===== config.mk =====
export PLATFORM = sky130hd
export DESIGN_NAME = load_align_wb
export DESIGN_NICKNAME = d
export VERILOG_FILES = /design/src/rtl/mycpu_mem_pkg.sv /design/src/rtl/load_extract.sv /design/src/rtl/load_align_wb.sv
export SDC_FILE = /design/constraint.sdc
export NUM_CORES = 1
export LEC_CHECK = 0
export BUFFER_PORTS_ARGS = -buffer_cell sky130_fd_sc_hd__buf_4
export CAP_MARGIN = 5
export CORE_AREA = 2 2 105 107
export CTS_CLUSTER_SIZE = 28
export DETAILED_ROUTE_END_ITERATION = 8
export DIE_AREA = 0 0 107 109
export HOLD_SLACK_MARGIN = 0.1
export PLACE_DENSITY = 0.77
export RECOVER_POWER = 25
export SYNTH_ARGS = -nofsm -noshare
export SYNTH_HDL_FRONTEND = slang
export SYNTH_HIERARCHICAL = 1
export SYNTH_SLANG_ARGS = --single-unit
export TNS_END_PERCENT = 30

===== constraint.sdc =====
create_clock -name clk -period 3.3 [get_ports clk]
set_clock_uncertainty 0.15 [all_clocks]
set_input_delay 0.66 -clock clk [delete_from_list [all_inputs] [get_ports clk]]
set_output_delay 0.66 -clock clk [all_outputs]
set_load 0.01 [all_outputs]

===== src/rtl/mycpu_mem_pkg.sv =====
// Shared memory-pipeline definitions: size codes common to the load and
// store formatters, mode-bit positions and the load write-back FSM encoding.
package mycpu_mem_pkg;

  // Size field mode[3:1]
  localparam logic [2:0] SZ_B   = 3'b000;
  localparam logic [2:0] SZ_H   = 3'b001;
  localparam logic [2:0] SZ_W   = 3'b010;
  localparam logic [2:0] SZ_LWL = 3'b011;
  localparam logic [2:0] SZ_LWR = 3'b100;

  // Mode bit positions
  localparam int LOAD_BIT  = 5;
  localparam int STORE_BIT = 4;
  localparam int SEXT_BIT  = 0;

  // Load write-back FSM
  typedef enum logic [1:0] {
    ST_EMPTY = 2'd0,
    ST_DATA  = 2'd1,
    ST_HELD  = 2'd2
  } loadState_t;

  // Halfword needs 2-byte alignment, word needs 4-byte alignment.
  function automatic logic isMisaligned(input logic [2:0] size, input logic [1:0] off);
    isMisaligned = ((size == SZ_H) && off[0]) || ((size == SZ_W) && (off != 2'b00));
  endfunction

endpackage


===== src/rtl/load_extract.sv =====
// Combinational load formatter: picks the addressed byte/half/word out of
// the SRAM read word and extends it, or merges it with rt for LWL/LWR.
module load_extract
  import mycpu_mem_pkg::*;
(
  input  logic [3:0]  mode,
  input  logic [1:0]  addrLow2,
  input  logic [31:0] rtOld,
  input  logic [31:0] rdata,
  output logic [31:0] data
);

  logic [7:0]  byteSel;
  logic [15:0] halfSel;
  logic        sext;

  assign sext = mode[SEXT_BIT];

  // Select the addressed byte and halfword (little-endian lanes)
  always_comb begin
    byteSel = rdata[7:0];
    case (addrLow2)
      2'd0: byteSel = rdata[7:0];
      2'd1: byteSel = rdata[15:8];
      2'd2: byteSel = rdata[23:16];
      2'd3: byteSel = rdata[31:24];
      default: byteSel = rdata[7:0];
    endcase
    halfSel = addrLow2[1] ? rdata[31:16] : rdata[15:0];
  end

  // Extend or merge by size code; unknown sizes yield zero
  always_comb begin
    data = '0;
    case (mode[3:1])
      SZ_B: data = {{24{sext & byteSel[7]}}, byteSel};
      SZ_H: data = {{16{sext & halfSel[15]}}, halfSel};
      SZ_W: data = rdata;
      SZ_LWL: begin
        case (addrLow2)
          2'd0: data = {rdata[7:0],  rtOld[23:0]};
          2'd1: data = {rdata[15:0], rtOld[15:0]};
          2'd2: data = {rdata[23:0], rtOld[7:0]};
          2'd3: data = rdata;
          default: data = '0;
        endcase
      end
      SZ_LWR: begin
        case (addrLow2)
          2'd0: data = rdata;
          2'd1: data = {rtOld[31:24], rdata[31:8]};
          2'd2: data = {rtOld[31:16], rdata[31:16]};
          2'd3: data = {rtOld[31:8],  rdata[31:24]};
          default: data = '0;
        endcase
      end
      default: data = '0;
    endcase
  end

endmodule


===== src/rtl/load_align_wb.sv =====
// MEM->WB load aligner. Accepts a load in MEM, formats the SRAM word that
// arrives one cycle later and presents it to WB with a valid/ready handshake.
// Optional macro LOAD_ADDR_EXC_EN adds the adel (misaligned load) output.
//
// Handshake: a request transfers when in_valid & in_ready & mode[5]; a
// result transfers when out_valid & out_ready. in_ready is high only when
// the single result slot is empty or is being drained this cycle, so a
// result is never overwritten before WB takes it.
module load_align_wb
  import mycpu_mem_pkg::*;
#(
  parameter int DEST_W = 5,
  parameter int RT_W   = 32   // must be 32
) (
  input  logic              clk,
  input  logic              resetn,
  input  logic              in_valid,
  output logic              in_ready,
  input  logic [5:0]        mode,
  input  logic [1:0]        addr_low2,
  input  logic [RT_W-1:0]   rt_old,
  input  logic [DEST_W-1:0] dest,
  input  logic [RT_W-1:0]   sram_rdata,
  output logic              out_valid,
  input  logic              out_ready,
  output logic [RT_W-1:0]   wb_data,
  output logic [DEST_W-1:0] wb_dest,
  output logic              load_pending,
  output logic [DEST_W-1:0] pending_dest,
`ifdef LOAD_ADDR_EXC_EN
  output logic              adel,
`endif
  output logic [1:0]        stateDbg
);

  loadState_t        state, stateNext;
  logic              accept;
  logic              holdLoad;
  logic [3:0]        modeReg;
  logic [1:0]        addrReg;
  logic [RT_W-1:0]   rtReg;
  logic [DEST_W-1:0] destReg;
  logic [RT_W-1:0]   holdData;
  logic [RT_W-1:0]   extData;
  logic [RT_W-1:0]   fmtData;
  logic              adelNow;
  logic              unusedStoreBit;

  // Store bit has no meaning on the load path
  assign unusedStoreBit = mode[STORE_BIT];

  assign in_ready = (state == ST_EMPTY) | out_ready;
  assign accept   = in_valid & in_ready & mode[LOAD_BIT];
  assign stateDbg = state;

  load_extract uExtract (
    .mode     (modeReg),
    .addrLow2 (addrReg),
    .rtOld    (rtReg),
    .rdata    (sram_rdata),
    .data     (extData)
  );

  assign adelNow = isMisaligned(modeReg[3:1], addrReg);

`ifdef LOAD_ADDR_EXC_EN
  assign fmtData = adelNow ? '0 : extData;
  assign adel    = (state != ST_EMPTY) & adelNow;
`else
  assign fmtData = extData;
`endif

  // State register
  always_ff @(posedge clk) begin
    if (!resetn) state <= ST_EMPTY;
    else         state <= stateNext;
  end

  // Next-state logic and hold-register capture enable
  always_comb begin
    stateNext = state;
    holdLoad  = 1'b0;
    case (state)
      ST_EMPTY: if (accept) stateNext = ST_DATA;
      ST_DATA: begin
        if (out_ready) stateNext = accept ? ST_DATA : ST_EMPTY;
        else begin
          stateNext = ST_HELD;
          holdLoad  = 1'b1;
        end
      end
      ST_HELD: if (out_ready) stateNext = accept ? ST_DATA : ST_EMPTY;
      default: stateNext = ST_EMPTY;
    endcase
  end

  // Request side-band registers, captured on acceptance
  always_ff @(posedge clk) begin
    if (!resetn) begin
      modeReg <= '0;
      addrReg <= '0;
      rtReg   <= '0;
      destReg <= '0;
    end else if (accept) begin
      modeReg <= mode[3:0];
      addrReg <= addr_low2;
      rtReg   <= rt_old;
      destReg <= dest;
    end
  end

  // Hold register keeps the result while WB stalls (SRAM data goes stale)
  always_ff @(posedge clk) begin
    if (!resetn)       holdData <= '0;
    else if (holdLoad) holdData <= fmtData;
  end

  // Output muxing: live formatter in DATA, hold register in HELD
  always_comb begin
    out_valid    = (state != ST_EMPTY);
    wb_data      = '0;
    if (state == ST_DATA)      wb_data = fmtData;
    else if (state == ST_HELD) wb_data = holdData;
    wb_dest      = out_valid ? destReg : '0;
    load_pending = out_valid;
    pending_dest = out_valid ? destReg : '0;
  end

endmodule


==> summary.md, run 1 <==
The run finished, with violations left. The checks that failed: capacitance limit, slew limit. The H-tree was split into 3 levels. On the worst path, the slowest cell contributes a delay of 0.43 ns. The number of placed instances, taps included, is 883.

The synthesized area per cell works out to 8.15 um2. Data on the critical path arrives at its endpoint at 2.40 ns. The last weighted congestion value of the routability-driven placer was 0.990. The run gives 5072 as the number of global-route vias before repair.

Grouping stages by cell kind, the critical path spends the most delay in compound AO/OA/AOI/OAI gates. Dividing total power by cell area gives a power density of 361 nW/um2. The final-report hold violation count was 0. Counting buffers and inverters, the worst setup path is 7 cells deep. After technology mapping, the gate count stands at 660. For the worst setup path, the data required time is 2.49 ns. The peak ir drop on the vdd network is 0.000203 V. After the flow finishes, the layout carries non-filler instances totaling 905.

For the area occupied by multi-input gates, the log shows 3360 um2. The run gives 0 as the count of antenna-violating nets left after detailed routing. Detail-routed via count per cell: 6.06. The cell area that synthesis handed to floorplanning was 5380 um2.

The synthesized design contains 0 enable-type register cells. The signal on the critical path passes through buf_12 > or3b_4 > nor2_2 > a221oi_1 > o2111ai_1 > a22o_1 > buf_4. By startpoint and endpoint, the worst setup path is classified as reg2out.

After legalization and detailed placement, the total HPWL measured 12.5 mm. The Yosys warning count came out at 6. The share of flip-flops with an asynchronous set or reset after synthesis came out at 0.

For this design the static power due to leakage is 2.71 nW. The CTS root buffer is sky130_fd_sc_hd__clkbuf_8. The number of max-cap violations is 1. For the pin with the worst max-slew slack, the measured transition is 2.06 ns. The number of port buffers works out to 126. Entering global routing, the biggest net connects 121 pins.

The number of storage elements in the synthesis netlist is 77. 0 antenna diodes ended up in the layout. The layout cell share with drive strength beyond 1 came out at 0.268. TritonCTS built the clock tree. The period utilization works out to 0.974. In this run the count of I/O pins placed on the die edge is 128. The run gives 121 as the final max-slew violation count. The total global routing track utilization came out at 0.291.

The biggest fanout along the worst timing path was 19; the sum of internal, switching and leakage power was 2.42 mW. For the starting utilization of the core area, the log shows 0.507. Leaving out fill and tap cells, the most frequent cells in the layout are sky130_fd_sc_hd__nand2_1 (175), sky130_fd_sc_hd__buf_4 (143), sky130_fd_sc_hd__dfxtp_1 (72).

The worst register-to-register path has a depth of 7. The area growth from synthesis to final layout came out at 24.2%. Highest-delay cell along the critical path: sky130_fd_sc_hd__or3b_4.

Counting both buffers and inverters, the worst setup path holds a total of 2. The final core utilization was 0.630; the maximum number of buffers from clock root to sink was 2. The horizontal die dimension is 107 um, and the number of placement rows is 38. The pre-antenna-repair detailed-routing pass consisted of 6 iterations. The region available for standard cell placement spans 10600 um2. The peak clock frequency supported by timing was 0.311 GHz; the mean routed wirelength per cell was 19.0 um.

The setup violation total in the final timing report was 0. The run gives 5485 as the total vias in the final route. The final layout contains 841 nets.

The smallest clock period supported by the final layout is computed as 3.21 ns. Clock tree synthesis found a total of 77 sinks. Along the worst hold path, the cell count comes to 2. Counting every net in the synthesized netlist gives 741. Measured along the y axis, the die boundary spans 109 um. The portion of the post-synthesis area used by sequential elements came out at 0.287. The combined flip-flop and latch cell area is 1550 um2, and the final routed DRC violation total is 0. Yosys mapped the design onto 59 distinct sky130hd cell types. The post-detailed-routing wire length came out at 17.2 mm. The clock reaches the later pin of the worst-skew pair after 0.36 ns. Leaving out fill and tap cells, the most frequent cell in the layout is sky130_fd_sc_hd__nand2_1. For the final global-route overflow total, the log shows 0. The logs give 11700 um2 for the die outline area and 26.5 mm for the global-route wire length before repair. Among all flip-flop cells after synthesis, the most frequent one is sky130_fd_sc_hd__dfxtp_1.

The tightest min-delay check is of the reg2reg type. Critical path launch point type: a register. Critical path capture point type: a primary output. Counting the fill cells in the layout gives 944.

The clock input transition at the sequential cells of the worst setup and hold paths was 0.08 ns. For the initial antenna violation count, the log shows 0. Violation count after the first detailed-route iteration: 541. The total clock buffers created by CTS came out at 9. The relative slew slack is -0.373.
## area by class of cell
cell class / count / area share
multi-input combinational: 490 / 0.502
sequential: 77 / 0.232
timing repair buffer: 156 / 0.187
tap: 140 / 0.0262
clock buffer: 11 / 0.0212
clock inverter: 5 / 0.0161
inverter: 26 / 0.0146
## through the flow
stage          hold WS, ns   TNS, ns  area (um2)  setup WS [ns]
6_report             0.305         0        6680         0.0862
5_1_grt              0.326  -0.00896        6680       -0.00896
4_1_cts              0.306         0        6590         0.0172
3_5_place_dp         0.295         0        6320         0.0442
3_3_place_gp         0.290         0        6320         0.0421
2_1_floorplan        0.280         0        5380          0.736
## state kept, by name, summed over array words and instances, names as in the netlist
register	flops
holdData	32
rtReg	32
destReg	5
modeReg	4
addrReg	2
stateDbg	2
## synth_stat cells (all sizes together), types with 3 or more instances
library cell  instances  share of area
a211o                 8          0.013
a21boi               33          0.046
a21o                  3         0.0042
a21oi                 6         0.0077
a221oi                8          0.013
a222oi               11          0.020
a22o                 32          0.052
a22oi                12          0.017
and2                  4         0.0047
and3                  3         0.0035
buf                  47          0.063
clkbuf               20          0.014
dfxtp                77           0.29
inv                  26          0.018
mux2                  6          0.013
mux2i                63           0.12
mux4                  6          0.025
nand2               175           0.12
nand2b                4         0.0047
nand3                 4         0.0037
nand4                 7         0.0093
nor2                 18          0.016
nor2b                 9          0.010
nor3b                 3         0.0070
o2111ai               6         0.0098
o211ai               18          0.026
o21ai                14          0.013
o221ai                7          0.011
o22ai                 4         0.0047
or3b                  3         0.0058
## power by group
group | switching (mW) | leakage [nW] | internal [mW]
Sequential | 0.0390 | 0.629 | 0.962
Combinational | 0.280 | 1.96 | 0.240
Clock | 0.369 | 0.124 | 0.526
Total | 0.687 | 2.71 | 1.73
## what timing repair did
item	in CTS	in global routing
setup endpoints to repair	23	25
gates resized for setup	4	10
pin swaps	0	1
setup buffers	0	4
cloned	0	2
hold buffers	0	0
## cells by family (layout without fill, tap and decap cells)
kind of cell,after synthesis,in the layout,share of synthesized area
AO/OA/AOI/OAI,176,176,0.260
buffers and inverters,93,198,0.0956
AND/OR/NAND/NOR,239,239,0.203
flip-flops,77,77,0.287
multiplexers,75,75,0.155
## path summary, 6_finish.rpt
check | startpoint | slack (ns) | end
worst max-delay path | addrReg[0] | 0.09 | wb_data[14]
worst max register to register | addrReg[0] | 1.17 | holdData[14]
worst min-delay path | holdData[5] | 0.31 | holdData[5]
worst min register to register | holdData[5] | 0.31 | holdData[5]
## routing by layer
metal  global-route usage  routed length (um)  vias up
met5                    0                   0        -
met4                0.142                 687        0
met3               0.0496                1480       40
met2                0.458                7810      311
met1                0.389                7260     2554
li1                     -                   -     2580
## tightest hold or removal path, cell delays in order, from the launching register on
cell and delay [ns]:
sky130_fd_sc_hd__dfxtp_1 0.31, sky130_fd_sc_hd__nand2_1 0.05, sky130_fd_sc_hd__a21boi_1 0.05
No activity file was read; power rests on OpenSTA's default activity.
==> run 2: changes to the inputs <==
PLACE_DENSITY = 0.85   (was 0.77)
==> run 2 against run 1 <==
- the flow now finishes without violations
- sequential share of layout area about the same
- worst setup slack got worse by 0.0099 ns
- clock power increased by 6.3%
- power increased by 2.2%
- critical endpoint is now wb_data[8]
- first-iteration DRC count increased by 26%
- hold slack improved by 0.0036 ns
- highest routed layer unchanged
==> summary.md, run 2 (synthesis results as in run 1) <==
For this run, the detailed router's first-pass iteration total came to 8. Setup repair after global routing could not meet its margin everywhere. The tools report the worst hold path startpoint as holdData[1].

The number of clock sinks was 77; the total global routing track utilization was 0.306. The endpoint of the worst hold-timing path was holdData[1]. By instance count, the cell type seen most on the critical path is sky130_fd_sc_hd__buf_4.

0 antenna diodes ended up in the layout. The worst setup path is captured at a primary output. At the pin with the least slew margin, the transition time is 1.48 ns. The peak ir drop on the vdd network was 0.000316 V; the pin count of the biggest net entering global routing was 64. Fill cells in the final layout number 938. Wires add up to 17.4 mm.

The sum of internal, switching and leakage power was 2.47 mW. The run finished with clean final reports. For the worst flop-to-flop path, the logic depth is 4. In this run, CTS created clock tree buffers numbering 9. The tool flagged a number of max-cap violations equal to 0. The total vias in the final route is 5441, and the period utilization is 0.977. The tools report the setup violation total in the final timing report as 0.

By startpoint and endpoint, the worst setup path is classified as reg2out. The endpoint identified for the worst register-to-register timing path is destReg[2]. The signal on the critical path passes through buf_4 > or3b_4 > nor2_2 > a221oi_1 > o2111ai_1 > a22o_1 > buf_4. The logs give 0.37 ns for the clock latency on the worst-skew pair and 128 for the number of I/O pins. The final max-slew violation count is 0. Among cell families on the critical path, the largest total delay comes from compound AO/OA/AOI/OAI gates. The logs give 0.632 for the final core utilization and 11700 um2 for the die outline area. TritonCTS built the clock tree.

The die is 107 um wide. The largest registers in the layout are holdData (32), rtReg (32), destReg (5). The buffers plus inverters on the worst setup path is 2. STA puts the critical path data arrival time at 2.41 ns. Final-report hold violation count: 0.

Summed over all failing endpoints, the final setup total negative slack is 0 ns. Data on the critical path is required at its endpoint by 2.49 ns. Across all hold checks on the routed design, the worst slack comes to 0.309 ns.

In the layout the commonest cells are sky130_fd_sc_hd__nand2_1 (175), sky130_fd_sc_hd__buf_4 (156), sky130_fd_sc_hd__dfxtp_1 (72). The root buffer cell chosen for the clock tree is sky130_fd_sc_hd__clkbuf_8. The power density of the placed cells was 368 nW/um2; the number of placement rows was 38. The first global-routing pass estimated 27.4 mm of wire.

After detailed routing, the number of remaining DRC violations is 0. The final global-route overflow total came out at 0. The tools report the initial antenna violation count as 0. Leading cell type in the layout, fill and taps excluded: sky130_fd_sc_hd__nand2_1. The classification of the worst-slack hold path was reg2reg.

In this run the static leakage power is 2.74 nW. Buffers placed on the I/O ports in this run total 126. In this run the remaining antenna-violating nets after routing total 0. The worst setup path is launched from a register. At the end of routability-driven placement, the weighted congestion stood at 1.03.

The detail-routed via count per cell was 5.97; the minimum setup slack after placement was 0.256 ns. Hold-critical path depth: 2. The startpoint of the worst-slack reg-to-reg timing path was stateDbg[1]. The mean routed wirelength per cell is 19.0 um, and the largest stage delay on the critical path is 0.43 ns. CTS built an H-tree with a depth of 3. The number of global-route vias before repair is 5191. Clock-pin slew was measured on the worst setup and hold paths at 0.09 ns. Final critical-path setup slack: 0.0763 ns.

The run gives 3340 um2 as the area occupied by multi-input gates. The worst path in the final design needs a cycle of 3.22 ns, including I/O delays and setup. The run gives 0.507 as the starting utilization of the core area. The worst register-to-register path has a setup slack of 0.78 ns.

For the relative slew slack, the log shows 0.0106. Among all stages on the critical path, the largest delay is contributed by sky130_fd_sc_hd__dfxtp_4. Y dimension of the die: 109 um.

The combined flip-flop and latch cell area is 1560 um2, and the biggest fanout along the worst timing path is 22. The layout cell share with drive strength beyond 1 was 0.273; the number of nets at the end of the flow was 848. After legalization and detailed placement, the total HPWL measured 12.7 mm.

In this run, the number of DRC markers left after iteration 0 of detailed routing was 679. The maximum number of buffers from clock root to sink is 2, and the area growth from synthesis to final layout is 24.5%. Based on the critical path, the design can be clocked at up to 0.310 GHz. The core region is 10600 um2.
[run 2: cell count changes in the layout (fill, tap and decap cells not counted), moves of 2 or more]
cell | previous run | this run
sky130_fd_sc_hd__clkbuf_16 | 2 | 0
sky130_fd_sc_hd__a21boi_1 | 25 | 30
sky130_fd_sc_hd__dfxtp_2 | 3 | 1
sky130_fd_sc_hd__dfxtp_4 | 2 | 4
sky130_fd_sc_hd__clkinv_4 | 2 | 0
sky130_fd_sc_hd__buf_4 | 143 | 156
sky130_fd_sc_hd__a21boi_0 | 8 | 3
[run 2: tightest hold or removal path, cell delays in order, from the launching register on]
cell,delay [ns]
sky130_fd_sc_hd__dfxtp_1,0.32
sky130_fd_sc_hd__nand2_1,0.05
sky130_fd_sc_hd__a21boi_1,0.05
[run 2: layout make-up]
cell class	instances	share of cell area
clock inverters	6	0.0200
multi-input cells	490	0.499
repair buffers	163	0.189
flip-flops and latches	77	0.233
clock buffers	10	0.0191
inverters	26	0.0146
well taps	140	0.0261
[run 2: stage by stage]
| step | instance area [um2] | cells |
|---|---|---|
| CTS | 6640 | 906 |
| floorplan | 5380 | 660 |
| finish | 6700 | 912 |
| global placement | 6370 | 890 |
| global route | 6700 | 912 |
| detailed placement | 6370 | 890 |
[run 2: worst max-delay path by stage]
stage	cells past startpoint	start	slack, ns	to
6_report	7	modeReg[1]	0.08	wb_data[8]
5_1_grt	7	modeReg[2]	-0.03	wb_data[20]
4_1_cts	6	addrReg[1]	0.02	wb_data[10]
3_5_place_dp	8	addrReg[1]	0.26	wb_data[16]
3_3_place_gp	7	sram_rdata[23]	0.26	wb_data[15]
2_1_floorplan	5	sram_rdata[28]	0.74	wb_data[4]
[run 2: power breakdown]
group	total, mW	internal [mW]	switching [mW]
sequential	1.00	0.961	0.0394
clock	0.951	0.581	0.370
combinational	0.516	0.240	0.276
total	2.47	1.78	0.686
[run 2: layer usage]
layer / GRT usage / routed length (um) / vias up
li1: - / - / 2586
met5: 0 / 0 / -
met2: 0.491 / 8200 / 270
met3: 0.0622 / 1470 / 34
met4: 0.131 / 510 / 0
met1: 0.400 / 7200 / 2551
[run 2: timing repair]
action / in CTS / in global routing
hold buffers: 0 / 0
setup endpoints to repair: 28 / 30
resized for setup: 3 / 8
endpoints found under the hold margin: 0 / 0
setup buffers: 0 / 6
